### src/rtl/issue_queue.sv
// Collapsing issue queue: oldest entry at index 0. Offers the oldest fully-ready micro-op to EX,
// wakes sources from the CDB and compacts on issue.
module issue_queue #(
    parameter int unsigned DEPTH = 4,
    parameter int unsigned TAG_W = 6,
    parameter int unsigned ROB_W = 5,
    parameter int unsigned OP_W  = 5
) (
    input  logic                         clk,
    input  logic                         rstn,
    input  logic                         flush,
    input  logic                         in_valid,
    output logic                         in_ready,
    input  logic [OP_W-1:0]              in_op,
    input  logic [31:0]                  in_imm,
    input  logic [ROB_W-1:0]             in_rob_idx,
    input  logic [TAG_W-1:0]             in_rd_tag,
    input  logic [TAG_W-1:0]             in_rs1_tag,
    input  logic [TAG_W-1:0]             in_rs2_tag,
    input  logic                         in_rs1_rdy,
    input  logic                         in_rs2_rdy,
    input  logic                         cdb_valid,
    input  logic [TAG_W-1:0]             cdb_tag,
    output logic                         issue_valid,
    input  logic                         issue_ready,
    output logic [OP_W-1:0]              issue_op,
    output logic [31:0]                  issue_imm,
    output logic [ROB_W-1:0]             issue_rob_idx,
    output logic [TAG_W-1:0]             issue_rd_tag,
    output logic [TAG_W-1:0]             issue_rs1_tag,
    output logic [TAG_W-1:0]             issue_rs2_tag,
    output logic [$clog2(DEPTH+1)-1:0]   count
);

    localparam int unsigned CNT_W = $clog2(DEPTH + 1);
    localparam int unsigned IDX_W = (DEPTH > 1) ? $clog2(DEPTH) : 1;

    typedef struct packed {
        logic [OP_W-1:0]  op;
        logic [31:0]      imm;
        logic [ROB_W-1:0] rob_idx;
        logic [TAG_W-1:0] rd_tag;
        logic [TAG_W-1:0] rs1_tag;
        logic             rs1_rdy;
        logic [TAG_W-1:0] rs2_tag;
        logic             rs2_rdy;
    } entry_t;

    entry_t             ent_q [DEPTH];
    entry_t             ent_d [DEPTH];
    entry_t             woken [DEPTH];
    entry_t             in_ent;
    logic [DEPTH-1:0]   valid_q, valid_d;
    logic [CNT_W-1:0]   count_q, count_d;
    logic [CNT_W-1:0]   wr_idx;
    logic [IDX_W-1:0]   sel;
    logic               any_rdy;
    logic               accept, fire;

    // Oldest-first select: scan downward so the lowest ready index wins.
    always_comb begin
        sel     = '0;
        any_rdy = 1'b0;
        for (int i = DEPTH - 1; i >= 0; i--) begin
            if (valid_q[i] && ent_q[i].rs1_rdy && ent_q[i].rs2_rdy) begin
                sel     = IDX_W'(i);
                any_rdy = 1'b1;
            end
        end
    end

    assign in_ready      = (count_q < CNT_W'(DEPTH)) && !flush;
    assign issue_valid   = any_rdy && !flush;
    assign accept        = in_valid && in_ready;
    assign fire          = issue_valid && issue_ready;
    assign count         = count_q;
    assign issue_op      = ent_q[sel].op;
    assign issue_imm     = ent_q[sel].imm;
    assign issue_rob_idx = ent_q[sel].rob_idx;
    assign issue_rd_tag  = ent_q[sel].rd_tag;
    assign issue_rs1_tag = ent_q[sel].rs1_tag;
    assign issue_rs2_tag = ent_q[sel].rs2_tag;

    // Wakeup is applied before the shift so moving entries are woken too.
    always_comb begin
        for (int i = 0; i < DEPTH; i++) begin
            woken[i]         = ent_q[i];
            woken[i].rs1_rdy = ent_q[i].rs1_rdy || (cdb_valid && ent_q[i].rs1_tag == cdb_tag);
            woken[i].rs2_rdy = ent_q[i].rs2_rdy || (cdb_valid && ent_q[i].rs2_tag == cdb_tag);
        end
        in_ent.op      = in_op;
        in_ent.imm     = in_imm;
        in_ent.rob_idx = in_rob_idx;
        in_ent.rd_tag  = in_rd_tag;
        in_ent.rs1_tag = in_rs1_tag;
        in_ent.rs1_rdy = in_rs1_rdy || (cdb_valid && in_rs1_tag == cdb_tag);
        in_ent.rs2_tag = in_rs2_tag;
        in_ent.rs2_rdy = in_rs2_rdy || (cdb_valid && in_rs2_tag == cdb_tag);
    end

    always_comb begin
        ent_d   = woken;
        valid_d = valid_q;
        wr_idx  = count_q - CNT_W'(fire);
        if (fire) begin
            for (int i = 0; i < DEPTH - 1; i++) begin
                if (IDX_W'(i) >= sel) begin
                    ent_d[i]   = woken[i+1];
                    valid_d[i] = valid_q[i+1];
                end
            end
            valid_d[DEPTH-1] = 1'b0;
        end
        if (accept) begin
            for (int i = 0; i < DEPTH; i++) begin
                if (CNT_W'(i) == wr_idx) begin
                    ent_d[i]   = in_ent;
                    valid_d[i] = 1'b1;
                end
            end
        end
        count_d = count_q + CNT_W'(accept) - CNT_W'(fire);
        if (flush) begin
            valid_d = '0;
            count_d = '0;
        end
    end

    always_ff @(posedge clk or negedge rstn) begin
        if (!rstn) begin
            valid_q <= '0;
            count_q <= '0;
        end else begin
            valid_q <= valid_d;
            count_q <= count_d;
        end
    end

    // Payload is qualified by valid_q, so it carries no reset.
    always_ff @(posedge clk) begin
        ent_q <= ent_d;
    end

endmodule
### config.mk
export PLATFORM = sky130hd
export DESIGN_NAME = issue_queue
export DESIGN_NICKNAME = d
export VERILOG_FILES = /design/src/rtl/issue_queue.sv
export SDC_FILE = /design/constraint.sdc
export NUM_CORES = 1
export LEC_CHECK = 0
export ABC_AREA = 1
export BUFFER_PORTS_ARGS = -buffer_cell sky130_fd_sc_hd__buf_2
export CAP_MARGIN = 20
export CORE_MARGIN = 1
export CORE_UTILIZATION = 51
export CTS_BUF_LIST = sky130_fd_sc_hd__clkbuf_4 sky130_fd_sc_hd__clkbuf_8
export DETAILED_ROUTE_END_ITERATION = 8
export GPL_ROUTABILITY_DRIVEN = 0
export PLACE_DENSITY = 0.75
export SLEW_MARGIN = 20
export SYNTH_ARGS = -nofsm -noshare
export SYNTH_HDL_FRONTEND = slang
export SYNTH_SLANG_ARGS = --single-unit
### constraint.sdc
create_clock -name clk -period 4.27 [get_ports clk]
set_clock_uncertainty 0.2 [all_clocks]
set_input_delay 0.427 -clock clk [delete_from_list [all_inputs] [get_ports clk]]
set_output_delay 0.427 -clock clk [all_outputs]
set_load 0.01 [all_outputs]
==> key figures <==
Detailed routing
  • Total Wirelength: 40500 um
  • Drt first-iter violations: 1212
  • Vias: 13696
  • Via/cell ratio: 5.25
  • WL per Instance: 15.5 um
  • TritonRoute pass-1 iters: 8
  • Detail Route Antenna Nets: 0
  • DR DRC count: 11

STA
  • Setup TNS Final: 0 ns
  • Actual slew at the worst max-slew pin: 0.945 ns
  • RSZ-0062 raised after global routing: false
  • Max Freq: 274 MHz
  • Max-slew violation count: 0
  • Hold Vio Cnt, Final: 0
  • Final period util: 0.854
  • Period minus WS final: 3.64 ns
  • Setup violators final: 0
  • Slew Limit Headroom: 0.368

Synthesis
  • Post-synth top area share: 0.275
  • Netlist Area Pre-Place: 13700 um2
  • Synth Warn #: 0
  • Most area-hungry cell type in the Yosys netlist: dfxtp_1
  • Sequential-to-total area share from yosys stat: 0.419
  • Netlist cell types: 35
  • Mapped Nets: 2168
  • #FFs+latches synth: 255
  • Post-synthesis cell count: 2088
  • Syn_area_per_cell: 6.56 um2
  • Ranking of synthesized cells by area: dfxtp_1 27%, nand2_1 24%, edfxtp_1 13%

Finish
  • Most common cell after layout, fill and taps aside: nand2_1
  • Commonest cells after routing, fill and taps aside: 869 x nand2_1, 264 x inv_1, 204 x nand3_1, 188 x dfxtp_1, 138 x buf_2
  • Final instance area: 16100 um2
  • Layout cells sized above 1: 0.116
  • Area grow syn2layout: 17.5%
  • Fill cells: 2408
  • ANT cells: 0
  • Layout Nets: 2320

Pwr
  • Leakage: 8.53 nW
  • Max IR drop VDD: 0.399 mV
  • Cell Pwr Density: 605 nW/um2

Worst setup path
  • Startpoint types: flop
  • CP endpoint kind: output pin
  • Worst Path Max Fanout: 180
  • Reg2reg setup slack: 0.87 ns
  • Arrival time at the worst endpoint: 3.02 ns
  • Reg2Reg Capture Point: ent_q[167]
  • FF-to-FF Start: valid_q[1]
  • Critical path type: reg -> out
  • Worst EP required: 3.64 ns
  • Cell depth of the worst flop-to-flop path: 12
  • Setup crit start: ent_q[62]

Floorplanning
  • Die width: 166 um
  • Die area: 27500 um2
  • Chip height: 166 um
  • Io pins: 139
  • Core Rows: 59
  • Starting Density: 0.523
  • Area of the core: 26200 um2

Clock network
  • CTS tree: yes
  • Inserted Clock Buffers: 45
  • Htree depth: 2
  • Post-cts resize count: 0
  • Post-CTS Hold Buffers: 62
  • Clock root cell: clkbuf_8
  • Clock-pin slew on the worst setup and hold paths: 0.07 ns
  • Post-CTS setup buffer count: 0
  • Worst-skew pair later-pin latency: 0.56 ns
  • Clock tree buffer depth: 3
  • CTS sink cnt: 255

Flow run
  • Max-cap violations: 0

GRT
  • First-pass GRT wire length: 65200 um
  • Grt ovf: 0
  • Vias in the first global route: 12908
  • Largest net degree at the start of global routing: 181
  • GRT Total Usage: 0.289
  • Initial antenna violation count: 0

Status
  • Failing checks: DRC
  • Status: complete, but fails checks

Placement
  • Dpl cell area: 14500 um2
  • Dpl hpwl: 23700 um
  • IO buf count: 138

Worst hold path
  • Class of the worst hold path: in -> async
-- cells by family (layout without fill, tap and decap cells) --
logic type / after synthesis / in the layout / synth area share
compound gates: 218 / 218 / 0.0923
xor+xnor: 23 / 23 / 0.0147
fa+ha+maj: 6 / 6 / 0.00603
buf+inv: 388 / 576 / 0.115
flops: 255 / 255 / 0.419
simple gates: 1198 / 1198 / 0.352
-- report_power, final --
group	switching, mW	internal [mW]
combinational	2.10	1.44
sequential	0.447	3.41
clock	1.03	1.31
total	3.58	6.15
-- how the worst max path moves through the flow --
stage	to	slack (ns)	cells after the start
floorplan	ent_q[10]	0.79	9
global placement	ent_q[141]	1.06	13
detailed placement	ent_q[167]	0.98	12
CTS	issue_rob_idx[1]	0.77	8
global route	issue_rob_idx[0]	0.54	8
finish	issue_imm[7]	0.63	8
-- sequential cells by signal, summed over array words and instances, names as in the netlist --
name     flops
ent_q      248
valid_q      4
count        3
-- routing by layer --
metal  share of wire  up-vias  GRT usage  routed length [um]
met2            0.47      560      0.495               19100
met5               0        -          0                   0
met1            0.42     6224      0.372               17000
li1                -     6813          -                   -
met4           0.032        0      0.113                1300
met3           0.076       99     0.0365                3070
-- synthesized netlist by cell type, drive strengths merged --
cell type	instances
nand2	877
inv	269
nand3	204
dfxtp	188
o21ai	137
nor2	106
buf	80
o211ai	61
edfxtp	60
clkbuf	36
xnor2	16
a21oi	11
dfrtp	7
xor2	7
ha	5
nand4	4
o22ai	4
clkinv	3
nor3	3
a21o	2
nand3b	2
a31o	1
a31oi	1
fa	1
nor3b	1
o21bai	1
or2	1
-- cell type report --
class	instances	area [um2]	area share
inverters	272	1020	0.0634
well taps	335	419	0.0260
repair buffers	221	1580	0.0983
clock buffers	73	880	0.0546
multi-input cells	1445	6400	0.398
clock inverters	10	53.8	0.00334
flip-flops and latches	255	5740	0.357
-- worst max-delay path, cell delays in order, from the launching register on --
cell and delay [ns]:
dfxtp_1 0.38, nand3_1 0.23, nand4_1 0.17, nand2_1 0.10, nand2_4 0.09, buf_12 0.53, o21ai_0 0.19, o21ai_0 0.36
buf_2 0.20
-- stage by stage --
stage	power, mW	setup slack [ns]	hold slack (ns)	util	cells
floorplan	6.38	0.794	-0.0686	-	2088
global placement	7.23	1.06	0.0957	0.555	2466
detailed placement	7.36	0.980	0.0931	0.555	2466
CTS	9.76	0.768	0.0377	0.614	2611
global route	10.5	0.537	0.0474	0.614	2611
finish	9.74	0.625	0.0513	0.614	2611
No activity file was read; power rests on OpenSTA's default activity.
